[config.mk]
export PLATFORM = sky130hd
export DESIGN_NAME = sram_rw_port_ctrl
export DESIGN_NICKNAME = d
export VERILOG_FILES = /design/src/rtl/sram_rw_port_ctrl_pkg.sv /design/src/rtl/sram_rw_port_ctrl_arb.sv /design/src/rtl/sram_rw_port_ctrl.sv
export SDC_FILE = /design/constraint.sdc
export NUM_CORES = 1
export LEC_CHECK = 0
export BUFFER_PORTS_ARGS = -buffer_cell sky130_fd_sc_hd__buf_2
export CAP_MARGIN = 20
export CORE_MARGIN = 2
export CORE_UTILIZATION = 39
export DETAILED_ROUTE_END_ITERATION = 8
export GPL_TIMING_DRIVEN = 1
export HOLD_SLACK_MARGIN = 0.15
export PLACE_DENSITY = 0.86
export REMOVE_ABC_BUFFERS = 1
export SYNTH_ARGS = -nofsm -noshare
export SYNTH_HDL_FRONTEND = slang
export SYNTH_SLANG_ARGS = --single-unit
[constraint.sdc]
create_clock -name clock -period 3.1 [get_ports clock]
set_clock_uncertainty 0.1 [all_clocks]
set_input_delay 0.31 -clock clock [delete_from_list [all_inputs] [get_ports clock]]
set_output_delay 0.31 -clock clock [all_outputs]
set_load 0.02 [all_outputs]
[src/rtl/sram_rw_port_ctrl_pkg.sv]
// sram_rw_port_ctrl_pkg: shared FSM state and grant encodings for the SRAM port controller
package sram_rw_port_ctrl_pkg;

    typedef enum logic {
        ST_INIT = 1'b0,
        ST_RUN  = 1'b1
    } state_t;

    // Doubles as the bit position of each requester in the one-hot grant vector
    typedef enum logic {
        GNT_RD = 1'b0,
        GNT_WR = 1'b1
    } gnt_t;

endpackage

[src/rtl/sram_rw_port_ctrl_arb.sv]
// rr_arb2: two-way round-robin arbiter, the requester not granted last wins a conflict
module rr_arb2
    import sram_rw_port_ctrl_pkg::*;
(
    input  logic       clock,
    input  logic       reset_n,
    input  logic       en,
    input  logic [1:0] req,
    output logic [1:0] gnt
);

    gnt_t last_q, last_d;

    // One-hot grant; a lone request is granted outright, a conflict goes to the other side of last_q
    always_comb begin
        gnt    = '0;
        last_d = last_q;
        if (en) begin
            gnt[GNT_RD] = req[GNT_RD] && !(req[GNT_WR] && last_q == GNT_RD);
            gnt[GNT_WR] = req[GNT_WR] && !(req[GNT_RD] && last_q == GNT_WR);
        end
        if (gnt[GNT_RD])
            last_d = GNT_RD;
        else if (gnt[GNT_WR])
            last_d = GNT_WR;
    end

    // Last-grant register; resets to write so read wins the first conflict
    always_ff @(posedge clock or negedge reset_n) begin
        if (!reset_n)
            last_q <= GNT_WR;
        else
            last_q <= last_d;
    end

endmodule

[src/rtl/sram_rw_port_ctrl.sv]
// sram_rw_port_ctrl: shares one SRAM RW port between an array clear sequencer, a reader and a writer
module sram_rw_port_ctrl
    import sram_rw_port_ctrl_pkg::*;
#(
    parameter int                ADDR_W   = 10,
    parameter int                DATA_W   = 20,
    parameter int                DEPTH    = 1024,
    parameter logic [DATA_W-1:0] INIT_VAL = '0
) (
    input  logic              clock,
    input  logic              reset_n,
    input  logic              clr_req,
    output logic              init_done,
    input  logic              rd_valid,
    output logic              rd_ready,
    input  logic [ADDR_W-1:0] rd_addr,
    output logic              rsp_valid,
    output logic [DATA_W-1:0] rsp_data,
    input  logic              wr_valid,
    output logic              wr_ready,
    input  logic [ADDR_W-1:0] wr_addr,
    input  logic [DATA_W-1:0] wr_data,
    output logic              sram_en,
    output logic              sram_wmode,
    output logic              sram_wmask,
    output logic [ADDR_W-1:0] sram_addr,
    output logic [DATA_W-1:0] sram_wdata,
    input  logic [DATA_W-1:0] sram_rdata
);

    localparam logic [ADDR_W-1:0] LAST_ADDR = ADDR_W'(DEPTH - 1);

    state_t            state_q, state_d;
    logic [ADDR_W-1:0] clr_cnt_q, clr_cnt_d;
    logic              init_done_q, init_done_d;
    logic              rsp_valid_q, rsp_valid_d;
    logic [1:0]        gnt;
    logic              arb_en;

    // Requests are only served in RUN, and not in the cycle a clear is taken
    assign arb_en = (state_q == ST_RUN) && !clr_req;

    rr_arb2 u_arb (
        .clock   (clock),
        .reset_n (reset_n),
        .en      (arb_en),
        .req     ({wr_valid, rd_valid}),
        .gnt     (gnt)
    );

    assign rd_ready   = gnt[GNT_RD];
    assign wr_ready   = gnt[GNT_WR];
    assign sram_wmask = sram_wmode;
    assign init_done  = init_done_q;
    assign rsp_valid  = rsp_valid_q;
    assign rsp_data   = sram_rdata;

    // Next state and SRAM port mux: clear sweep in INIT, granted request in RUN
    always_comb begin
        state_d    = state_q;
        clr_cnt_d  = clr_cnt_q;
        sram_en    = 1'b0;
        sram_wmode = 1'b0;
        sram_addr  = rd_addr;
        sram_wdata = wr_data;
        if (state_q == ST_INIT) begin
            sram_en    = reset_n;
            sram_wmode = 1'b1;
            sram_addr  = clr_cnt_q;
            sram_wdata = INIT_VAL;
            clr_cnt_d  = clr_cnt_q + 1'b1;
            if (clr_cnt_q == LAST_ADDR) begin
                state_d   = ST_RUN;
                clr_cnt_d = '0;
            end
        end else if (clr_req) begin
            state_d = ST_INIT;
        end else if (gnt[GNT_WR]) begin
            sram_en    = 1'b1;
            sram_wmode = 1'b1;
            sram_addr  = wr_addr;
        end else if (gnt[GNT_RD]) begin
            sram_en = 1'b1;
        end
        init_done_d = (state_d == ST_RUN);
        rsp_valid_d = gnt[GNT_RD];
    end

    // State, clear counter, init_done and response-valid registers
    always_ff @(posedge clock or negedge reset_n) begin
        if (!reset_n) begin
            state_q     <= ST_INIT;
            clr_cnt_q   <= '0;
            init_done_q <= 1'b0;
            rsp_valid_q <= 1'b0;
        end else begin
            state_q     <= state_d;
            clr_cnt_q   <= clr_cnt_d;
            init_done_q <= init_done_d;
            rsp_valid_q <= rsp_valid_d;
        end
    end

endmodule

* After elaboration in Yosys (flattened, before gate mapping)
Index checks and enable logic that the tools add are counted.
** Word-level totals
- Bits in registers :: 13
- Bits in latches :: 0
- Bits in writable memories :: 0
- Bits in read-only memories :: 0
- Bits of input ports :: 65
- Output and inout port bits :: 57
- Logic and storage cells :: 34
- Memories :: 0
** Cells by class
- Add/sub/neg operators :: 1
- Multiply operators :: 0
- Div/mod/pow operators :: 0
- Magnitude comparators :: 0
- Equal/unequal tests :: 1
- Shifts and indexed selects :: 0
- Mux-type cells :: 18
- Bitwise operators :: 1
- Reductions and logical operators :: 9
** Operators by type and width (number)
- two-way mux 10 bit :: 4
- two-way mux 20 bit :: 1
- two-way mux 1 bit :: 12
- adder 10 x 1 -> 10 bit, second input constant :: 1
- equality test 10 bit, second input constant :: 1
- logical AND 1 bit :: 5
- logical NOT 1 bit :: 3
- two-way mux 2 bit :: 1
- nonzero test 2 bit :: 1
- NOT 1 bit :: 1

* Logic depth before layout (Yosys ltp)
- Depth in word-level cells :: 9
- Mapped depth :: 7
- Mapped depth without buffers :: 4

* Hierarchy
From an unflattened synthesis, not the netlist that was laid out.
** Second synthesis, totals
- Cell total of the unflattened synthesis :: 143
- Area, all modules :: 1166.1 µm²
** By module, submodules not included
- sram_rw_port_ctrl :: instances 1, cells each 135, area an instance 1103.6 µm²
- rr_arb2 :: instances 1, cells each 8, area an instance 62.6 µm²

* Worst setup path after synthesis
No wires, ideal clock.
- Path kind :: reg2out
- From :: register, netlist name init_done
- To :: output sram_addr[5]
- Arrival :: 1.519 ns
- Data required time :: 2.690 ns
- Slack :: 1.171 ns
- Cell stages (with the launch flop) :: 8
- Buffers on the path :: 3
- Path through :: dfrtp_1 buf_6 nor2b_4 buf_6 nand3_4 inv_2 buf_6 a221o_1
** RTL lines
- to (decl) :: RTL line sram_rw_port_ctrl.sv:26 : output logic [ADDR_W-1:0] sram_addr,

==> run metrics <==
adder-cell share of the synthesized area=0.0102; mux share of post-synthesis cell area=0; CTS hold repair buffers=1; critical path launch point type=flip-flop; clk sinks=13; terminus of the critical flop-to-flop path=clr_cnt_q[9]$_DFFE_PN0N_; power share of the clock group=0.144; Cells after Synth=148; leading post-synthesis cells by cell area=dfrtp_1 (24%), buf_4 (13%), and2_1 (11%); root buffer cell=clkbuf_4; run status=finished, final reports clean; first-pass GRT wire length=5.06 mm; vias in the first global route=1,020; Synth Area in XOR/XNOR=0.0356; Pleak=0.000825 uW; Num CTS Buffers=3; Critical Path Source=init_done$_DFF_PN0_; Total Power=731 uW; Achievable Freq=410 MHz; largest family of logic cells by synthesized area=simple AND/OR/NAND/NOR gates; share of cells above drive strength 1=0.442; via count=1,260; Setup crit end kind=output port; Flop pwr share=0.382; GR Util All Layers=0.191; routability cong.=0.877; yosys warns=0; number of max-cap violations=0; final WL=3.51 mm; Sw Share=0.419; Core ar.=0.00303 mm2; HPWL Detailed=2.78 mm; Mapped Area=0.00123 mm2; Post-synth top cells=and2_1 (21), buf_4 (21), nand2_1 (13); sequential element share of the synthesized area=0.266; Synth Flop Type=dfrtp_1; Initial Util=0.406; synth unique cells=37; flip-flop and latch count after synthesis=13; die height=60.1 um; Worst-path clk slew=0.08 ns; Congestion Overflow GR=0; min cycle time layout=2.44 ns; R2R Path Start=init_done$_DFF_PN0_; Die Area=0.00362 mm2; post-CTS sizing=0; worst-skew pair later-pin latency=0.28 ns; crit path DAT=2.03 ns; clock tree buffer depth=2; synthesized area per cell=8.30 um2; Fin. Hold Viols=0; Final Max Slew Viols=0; H-tree levels=1; antenna violations before repair=0; cell row count=20; slew margin rel.=0.712; Post-CTS Setup Bufs=0; layout net count=273; Sw Pwr=307 uW; IO buf count=81; final antenna-violating net count=0; reg2reg setup slack=1.36 ns; kind of critical path=reg -> out; # IOs=122; DR WL/cell=14.0 um; Final TNS setup=0 ns; CP endpoint=sram_addr[6]; final setup vio count=0; area leader, netlist=dfrtp_1; area fraction in compound gates after synthesis=0.167; Die W=60.1 um; Via density=5.04; CP Data Required Time=2.69 ns; RSZ-0062 raised after global routing=false; Tightest Pin Transition=0.430 ns; P&R area growth vs syn=23.9%; combinational share of power=0.474; Tcrit/Tclk final=0.787; Worst R2R Path Depth=4; Min Hold Slack=0.171 ns; asr flop ratio synth=1.00; multi-input logic area=669 um2; Hold Crit Class=in -> reg; post-synth top area share=0.244; ANT cells=0; largest net degree at the start of global routing=39; Pwr per Cell Area=480 mW/mm2; Crit Path Max Fanout=38; EDFF count, synth=0; Worst VDD drop=0.000144 V; Seq. cell area=327 um2; Post-route DRC=0; CTS tree=done; Post-Synth Simple-Gate Area=0.332; violation count after the first detailed-route iteration=121; first drt pass iteration count=4; Int Pwr=424 uW; Fill cells=299
## metrics by stage
step                worst slack [ns]  instances  utilization  cell area, um2
floorplan                      0.795        119            -            1020
detailed placement             0.982        245        0.491            1490
finish                         0.660        250        0.503            1520
global placement                1.02        245        0.491            1490
CTS                            0.664        250        0.503            1520
global route                   0.518        250        0.503            1520
## cell usage in the layout, fill, tap and decap left out, drive strengths merged, types with 2 or more instances in the layout
| master | synthesis | final |
|---|---|---|
| nand2 | 14 | 14 |
| a221o | 4 | 4 |
| nand2b | 2 | 2 |
| dfrtp | 12 | 12 |
| clkbuf | 5 | 4 |
| a31oi | 6 | 6 |
| nand3 | 7 | 7 |
| inv | 6 | 6 |
| a211o | 7 | 7 |
| buf | 24 | 82 |
| xnor2 | 5 | 5 |
| nor4 | 2 | 2 |
| nor3 | 2 | 2 |
| nor2b | 7 | 7 |
| and2 | 21 | 21 |
| o21ai | 2 | 2 |
| a21o | 2 | 2 |
| nor2 | 2 | 2 |
| nand4 | 3 | 3 |
| and2b | 2 | 2 |
| nand4b | 2 | 2 |
## kinds of logic (layout without fill, tap and decap cells)
family | Yosys count | count (layout)
AOI/OAI and AO/OA | 26 | 26
xor gates and xnor gates | 5 | 5
adders and majority gates | 1 | 1
buffers and inverters | 35 | 93
DFF | 13 | 13
and+or+nand+nor | 68 | 68
## sequential cells by signal, indices dropped and copies added (netlist names)
signal        cells
u_arb.last_q      1
clr_cnt_q        10
rsp_valid         1
init_done         1
## critical path, stage by stage (launching register included)
cell and delay [ns]:
dfrtp_1 0.49, buf_4 0.34, inv_1 0.17, a31oi_1 0.38, a221o_1 0.21, buf_2 0.15
## layer usage
layer	up-vias	part of all wire	GRT usage
met3	6	0.15	0.130
met5	-	0	0
met4	0	0.019	0.0571
li1	613	-	-
met1	550	0.42	0.241
met2	91	0.41	0.259
## worst min path at each step
stage | startpoint | to | slack, ns | cells after the start
final | clr_req | init_done$_DFF_PN0_ | 0.17 | 2
after global routing | clr_req | init_done$_DFF_PN0_ | 0.17 | 2
after CTS | clr_req | init_done$_DFF_PN0_ | 0.16 | 2
after detailed placement | reset_n | rsp_valid$_DFF_PN0_ | 0.12 | 1
after global placement | reset_n | rsp_valid$_DFF_PN0_ | 0.12 | 1
after floorplan | reset_n | clr_cnt_q[0]$_DFFE_PN0N_ | -0.09 | 0
## area by class of cell
class / instances / area share
timing repair buffer: 83 / 0.278
clock buffer: 4 / 0.0173
inverter: 6 / 0.0148
sequential: 13 / 0.214
multi-input combinational: 100 / 0.440
tap: 44 / 0.0362
## power by group through the flow
stage / registers [uW] / logic [uW] / clock network [uW]
4_1_cts: 276 / 349 / 108
6_report: 279 / 346 / 105
5_1_grt: 287 / 379 / 115
3_5_place_dp: 280 / 346 / 0
3_3_place_gp: 279 / 340 / 0
2_1_floorplan: 264 / 242 / 0
(Power assumes the default switching activity.)
